==> src/rtl/change_pkg.sv <==
// Shared definitions for the change dispenser: denominations, their indices and FSM states.
package change_pkg;

    localparam int NDEN   = 4;
    localparam int IDX_1  = 0;
    localparam int IDX_5  = 1;
    localparam int IDX_10 = 2;
    localparam int IDX_50 = 3;

    localparam logic [7:0] DENOM [NDEN] = '{8'd1, 8'd5, 8'd10, 8'd50};

    typedef enum logic [3:0] {
        IDLE,
        PLAN0,
        PLAN1,
        PLAN2,
        PLAN3,
        DISP_HI,
        DISP_LO,
        DONE,
        ERR
    } state_t;

    // Planning runs largest denomination first, so PLAN0 handles the 50s.
    function automatic logic [1:0] plan_index(input state_t s);
        case (s)
            PLAN0:   return 2'(IDX_50);
            PLAN1:   return 2'(IDX_10);
            PLAN2:   return 2'(IDX_5);
            default: return 2'(IDX_1);
        endcase
    endfunction

endpackage

==> src/rtl/coin_pulser.sv <==
// Phase timer for coin pulses: fire loads the high or low phase length, ready flags its last cycle.
module coin_pulser #(
    parameter int PULSE_HI = 1,
    parameter int PULSE_LO = 1
) (
    input  logic clk,
    input  logic rst,
    input  logic fire,
    input  logic hi,
    output logic pulse,
    output logic ready
);

    localparam int MAXP = (PULSE_HI > PULSE_LO) ? PULSE_HI : PULSE_LO;
    localparam int TW   = (MAXP > 1) ? $clog2(MAXP) : 1;

    logic [TW-1:0] cnt;

    always_ff @(posedge clk or posedge rst) begin
        if (rst) begin
            cnt   <= '0;
            pulse <= 1'b0;
        end else if (fire) begin
            cnt   <= hi ? TW'(PULSE_HI - 1) : TW'(PULSE_LO - 1);
            pulse <= hi;
        end else if (cnt != '0) begin
            cnt <= cnt - TW'(1);
        end
    end

    assign ready = (cnt == '0);

endmodule

==> src/rtl/change_dispenser.sv <==
// Greedy change dispenser: plans coins per denomination against stock, then pulses them out.
module change_dispenser
    import change_pkg::*;
#(
    parameter int AMT_W      = 8,
    parameter int STOCK_W    = 6,
    parameter int STOCK_INIT = 10,
    parameter int PULSE_HI   = 1,
    parameter int PULSE_LO   = 1
) (
    input  logic               clk,
    input  logic               rst,
    input  logic               start,
    input  logic [AMT_W-1:0]   amount,
    input  logic               refill,
    input  logic [1:0]         refill_sel,
    input  logic [STOCK_W-1:0] refill_cnt,
    output logic [3:0]         coin_out,
    output logic               busy,
    output logic               done,
    output logic               err,
    output logic [3:0]         empty
);

    localparam int CW = (AMT_W > STOCK_W) ? AMT_W : STOCK_W;

    state_t             state;
    state_t             next_state;
    logic [AMT_W-1:0]   rem;
    logic [STOCK_W-1:0] stock    [NDEN];
    logic [STOCK_W-1:0] plan     [NDEN];
    logic [STOCK_W-1:0] plan_eff [NDEN];
    logic [1:0]         cur_idx;

    logic [1:0]         plan_idx;
    logic [AMT_W-1:0]   denom;
    logic [AMT_W-1:0]   quot;
    logic [STOCK_W-1:0] n;
    logic [AMT_W-1:0]   rem_next;
    logic [1:0]         sel;
    logic               any_coin;
    logic [STOCK_W:0]   ref_sum;
    logic [STOCK_W-1:0] ref_val;
    logic               fire;
    logic               fire_hi;
    logic               pulse;
    logic               ready;

    coin_pulser #(
        .PULSE_HI(PULSE_HI),
        .PULSE_LO(PULSE_LO)
    ) u_pulser (
        .clk  (clk),
        .rst  (rst),
        .fire (fire),
        .hi   (fire_hi),
        .pulse(pulse),
        .ready(ready)
    );

    // One planning step: as many coins of this denomination as fit, limited by stock.
    always_comb begin
        plan_idx = plan_index(state);
        denom    = AMT_W'(DENOM[plan_idx]);
        quot     = rem / denom;
        if (CW'(quot) < CW'(stock[plan_idx])) begin
            n = STOCK_W'(quot);
        end else begin
            n = stock[plan_idx];
        end
        rem_next = rem - AMT_W'(n) * denom;
    end

    // In PLAN3 the 1-coin count is not registered yet, so splice it in before choosing a coin.
    always_comb begin
        plan_eff = plan;
        if (state == PLAN3) begin
            plan_eff[IDX_1] = n;
        end
        sel      = 2'(IDX_1);
        any_coin = 1'b0;
        for (int i = 0; i < NDEN; i++) begin
            if (plan_eff[i] != '0) begin
                sel      = 2'(i);
                any_coin = 1'b1;
            end
        end
    end

    always_comb begin
        ref_sum = {1'b0, stock[refill_sel]} + {1'b0, refill_cnt};
        ref_val = ref_sum[STOCK_W] ? '1 : ref_sum[STOCK_W-1:0];
    end

    always_comb begin
        next_state = state;
        fire       = 1'b0;
        fire_hi    = 1'b0;
        case (state)
            IDLE:    if (start) next_state = PLAN0;
            PLAN0:   next_state = PLAN1;
            PLAN1:   next_state = PLAN2;
            PLAN2:   next_state = PLAN3;
            PLAN3: begin
                if (rem_next != '0) begin
                    next_state = ERR;
                end else if (any_coin) begin
                    next_state = DISP_HI;
                    fire       = 1'b1;
                    fire_hi    = 1'b1;
                end else begin
                    next_state = DONE;
                end
            end
            DISP_HI: begin
                if (ready) begin
                    next_state = DISP_LO;
                    fire       = 1'b1;
                end
            end
            DISP_LO: begin
                if (ready) begin
                    if (any_coin) begin
                        next_state = DISP_HI;
                        fire       = 1'b1;
                        fire_hi    = 1'b1;
                    end else begin
                        next_state = DONE;
                    end
                end
            end
            DONE:    next_state = IDLE;
            ERR:     next_state = IDLE;
            default: next_state = IDLE;
        endcase
    end

    always_ff @(posedge clk or posedge rst) begin
        if (rst) begin
            state <= IDLE;
        end else begin
            state <= next_state;
        end
    end

    // Stock and plan are debited together when a coin's high phase is launched.
    always_ff @(posedge clk or posedge rst) begin
        if (rst) begin
            rem     <= '0;
            cur_idx <= '0;
            for (int i = 0; i < NDEN; i++) begin
                stock[i] <= STOCK_W'(STOCK_INIT);
                plan[i]  <= '0;
            end
        end else begin
            if (state == IDLE) begin
                if (refill) begin
                    stock[refill_sel] <= ref_val;
                end
                if (start) begin
                    rem <= amount;
                    for (int i = 0; i < NDEN; i++) begin
                        plan[i] <= '0;
                    end
                end
            end
            if (state inside {PLAN0, PLAN1, PLAN2, PLAN3}) begin
                plan[plan_idx] <= n;
                rem            <= rem_next;
            end
            if (fire && fire_hi) begin
                cur_idx    <= sel;
                plan[sel]  <= plan_eff[sel] - STOCK_W'(1);
                stock[sel] <= stock[sel] - STOCK_W'(1);
            end
        end
    end

    always_comb begin
        coin_out = '0;
        if (state == DISP_HI && pulse) begin
            coin_out = 4'b0001 << cur_idx;
        end
        for (int i = 0; i < NDEN; i++) begin
            empty[i] = (stock[i] == '0);
        end
    end

    assign busy = (state != IDLE);
    assign done = (state == DONE);
    assign err  = (state == ERR);

endmodule

==> config.mk <==
export PLATFORM = sky130hd
export DESIGN_NAME = change_dispenser
export DESIGN_NICKNAME = d
export VERILOG_FILES = /design/src/rtl/change_pkg.sv /design/src/rtl/coin_pulser.sv /design/src/rtl/change_dispenser.sv
export SDC_FILE = /design/constraint.sdc
export NUM_CORES = 1
export LEC_CHECK = 0
export BUFFER_PORTS_ARGS = -buffer_cell sky130_fd_sc_hd__buf_4
export CORE_AREA = 5 5 131 133
export CTS_BUF_LIST = sky130_fd_sc_hd__clkbuf_16
export CTS_CLUSTER_DIAMETER = 30
export CTS_CLUSTER_SIZE = 24
export DETAILED_ROUTE_END_ITERATION = 6
export DIE_AREA = 0 0 136 138
export PLACE_DENSITY = 0.75
export SLEW_MARGIN = 5
export SYNTH_ARGS = -nofsm -noshare
export SYNTH_HDL_FRONTEND = slang
export SYNTH_HIERARCHICAL = 1
export SYNTH_SLANG_ARGS = --single-unit
==> constraint.sdc <==
create_clock -name clk -period 23.4 [get_ports clk]
set_clock_uncertainty 0.2 [all_clocks]
set_input_delay 2.34 -clock clk [delete_from_list [all_inputs] [get_ports clk]]
set_output_delay 2.34 -clock clk [all_outputs]
set_load 0.01 [all_outputs]
==> results.sh <==
export IMPL_drc=0
export IMPL_cts_buffer_depth=2
export IMPL_grt_pass1_wl_mm=36.3
export IMPL_postCtsHoldBufs=0
export IMPL_portBuffers=30
export IMPL_period_share_pct=87.1
export IMPL_crit_path_max_fanout=25
export IMPL_timing_fmax_mhz=49.1
export IMPL_fin_crit_ps=20370
export IMPL_place_hpwl_mm=17.0
export IMPL_firstDrtPassIters=5
export IMPL_core_mm2=0.0157
export IMPL_grt_usage_pct=24.0
export IMPL_min_path_type="reg2reg"
export IMPL_die_area_mm2=0.0188
export IMPL_die_w_um=136
export IMPL_cts_resized=0
export IMPL_wl_per_cell_um=19.0
export IMPL_drive_gt1_share_pct=13.0
export IMPL_grt_pass1_vias=6921
export IMPL_cts_tree="yes"
export IMPL_ys_seq_area_share_pct=20.5
export IMPL_ant_nets=0
export IMPL_nets=1064
export IMPL_syn_area_mm2=0.00773
export IMPL_path_clk_slew_ps=60
export IMPL_crit_path_end_kind="flop"
export IMPL_grt_ovfl_total=0
export IMPL_slew_headroom_pct=25.1
export IMPL_first_iter_violations=820
export IMPL_tightest_slew_ps=1120
export IMPL_rows=46
export IMPL_synth_cell_types=77
export IMPL_yosysWarnings=6
export IMPL_cap_viol_max_count=0
export IMPL_cts_sinks=63
export IMPL_cp_required_ps=23440
export IMPL_slew_violations=0
export IMPL_io_pins=31
export IMPL_rsz0062_at_grt="no"
export IMPL_async_flop_share_pct=100
export IMPL_critPathMostFrequentCell="ha_1"
export IMPL_start_kind="flop"
export IMPL_critPathMaxStageDelay_ps=870
export IMPL_die_y_um=138
export IMPL_synth_flop_cell="dfrtp_1"
export IMPL_drt_total_wl_mm=22.4
export IMPL_crit_arrival_ps=20410
export IMPL_place_congestion=0.971
export IMPL_routed_via_density=6.14
export IMPL_area_delta_synth_final_pct=8.32
export IMPL_diodes=0
export IMPL_via_count=7217
export IMPL_htree_levels=3
export IMPL_synth_edf_count=0
export IMPL_hold_viol_final=0
export IMPL_status="complete, no violations"
export IMPL_antenna_found_initial=0
export IMPL_worstSetupPathType="reg2reg"
export IMPL_start_util_pct=49.2
export IMPL_netlist_instances=945
export IMPL_synth_seq_cells=63
export IMPL_grt_max_degree=63
export IMPL_tns_ps=0
export IMPL_syn_avg_cell_area_um2=8.18
export IMPL_slowest_stage="dfrtp_1"
export IMPL_clk_latency_ps=350
export IMPL_cts_setup_buffers=0
export IMPL_numCtsBuffers=9
export IMPL_finalSetupViolCount=0
export IMPL_clockRootBuffer="clkbuf_16"
## stage by stage
stage               hold slack [ps]  utilization, %  std cells  instance area (µm²)  setup slack, ps
CTS                             310            53.3       1176                 8370             3220
floorplan                       266               -        946                 7730             6060
finish                          304            53.3       1176                 8370             3030
detailed placement              310            51.5       1160                 8090             3250
global placement                294            51.5       1160                 8090             3840
global route                    333            53.3       1176                 8370             1240
## synth_stat cells, types with 4 or more instances
master / instances / area, µm²
nor2_1: 108 / 405
nand2_1: 76 / 285
ha_1: 73 / 913
a21oi_1: 68 / 340
inv_1: 68 / 255
dfrtp_1: 55 / 1380
o21ai_0: 52 / 260
mux2i_1: 43 / 430
nand3_1: 29 / 145
xnor2_1: 29 / 254
clkbuf_1: 26 / 97.6
nor3_1: 26 / 130
and3_1: 22 / 138
a31oi_1: 17 / 106
mux2_2: 17 / 191
fa_1: 16 / 320
mux2_4: 15 / 225
and2_1: 14 / 87.6
o21a_1: 12 / 90.1
xor2_1: 11 / 96.3
nand2b_1: 10 / 62.6
a211oi_1: 8 / 60.1
dfstp_2: 8 / 210
a21o_1: 7 / 52.6
mux4_2: 7 / 158
or4_1: 7 / 52.6
a22oi_1: 6 / 45.0
o22ai_1: 6 / 37.5
o31ai_1: 6 / 45.0
buf_6: 5 / 56.3
nor3b_1: 5 / 37.5
nor4_1: 5 / 31.3
o21ai_1: 5 / 25.0
or2_2: 5 / 31.3
a21boi_0: 4 / 30.0
buf_2: 4 / 20.0
nor2b_1: 4 / 25.0
o211ai_1: 4 / 30.0
o21ai_2: 4 / 35.0
o21bai_1: 4 / 30.0
o221ai_1: 4 / 35.0
or3_1: 4 / 25.0
## critical path, delay by kind of cell, from the launching register on
kind | cells | cell delay, ps
AO/OA/AOI/OAI | 33 | 7700
adder cells (fa/ha/maj) | 13 | 4890
AND/OR/NAND/NOR | 14 | 2960
multiplexers | 5 | 1800
buffers and inverters | 7 | 1050
flip-flops | 1 | 870
XOR/XNOR | 2 | 740
## worst paths after layout
| path | startpoint | slack (ps) | depth (start not counted) | end |
|---|---|---|---|---|
| worst max register to register | state[0] | 3030 | 74 | stock[2] |
| worst min register to register | plan[0] | 300 | 1 | plan[0] |
| max in group asynchronous | rst | 20390 | 3 | rem[3] |
| worst min-delay path | plan[0] | 300 | 1 | plan[0] |
| worst max-delay path | state[0] | 3030 | 74 | stock[2] |
| min in group asynchronous | rst | 1640 | 2 | u_pulser/pulse |
## final cells by class
| type | instances | area (µm²) |
|---|---|---|
| clock inverters | 7 | 58.8 |
| flip-flops and latches | 63 | 1590 |
| clock buffers | 9 | 225 |
| inverters | 69 | 259 |
| fillers | 1475 | 7340 |
| repair buffers | 37 | 278 |
| well taps | 216 | 270 |
| multi-input cells | 775 | 5690 |
## kinds of logic after synthesis
kind of cell / count (synthesis) / share of synthesized area [%]
other: 2 / 0.0972
buffers and inverters: 108 / 5.84
adders and majority gates: 91 / 16.2
muxes: 83 / 13.3
AOI/OAI and AO/OA: 232 / 19.3
and+or+nand+nor: 325 / 19.9
xor gates and xnor gates: 41 / 4.74
DFF: 63 / 20.5
## flip-flops by register name (all words and copies together), names as in the netlist
register        count
state               4
stock              24
rem                 8
cur_idx             2
u_pulser/pulse      1
plan               24
## layout by cell type, fill, tap and decap left out, types with 5 or more instances in the layout
cell / synthesis / layout
a211oi_1: 8 / 8
a21o_1: 7 / 7
a21oi_1: 68 / 68
a22oi_1: 6 / 6
a31oi_1: 17 / 17
and2_1: 14 / 14
and3_1: 22 / 22
buf_4: 1 / 37
clkbuf_16: 0 / 9
dfrtp_1: 55 / 55
dfstp_2: 8 / 8
fa_1: 16 / 16
ha_1: 73 / 73
inv_1: 68 / 67
mux2_2: 17 / 17
mux2_4: 15 / 15
mux2i_1: 43 / 43
mux4_2: 7 / 7
nand2_1: 76 / 76
nand2b_1: 10 / 10
nand3_1: 29 / 29
nor2_1: 108 / 108
nor3_1: 26 / 26
nor3b_1: 5 / 5
nor4_1: 5 / 5
o21a_1: 12 / 12
o21ai_0: 52 / 52
o21ai_1: 5 / 5
o22ai_1: 6 / 6
o31ai_1: 6 / 6
or2_2: 5 / 5
or4_1: 7 / 7
xnor2_1: 29 / 29
xor2_1: 11 / 11
## routing by layer
layer  GRT usage (%)  wire length [µm]  vias to the layer above
met2            37.2             10300                      321
met4            8.70               704                        0
met1            33.3              9630                     3458
li1                -                 -                     3388
met5               0                 0                        -
met3            4.79              1760                       50
Power is not shown: default switching activity piles up to over one toggle a cycle in this logic, so the estimate is an artifact.
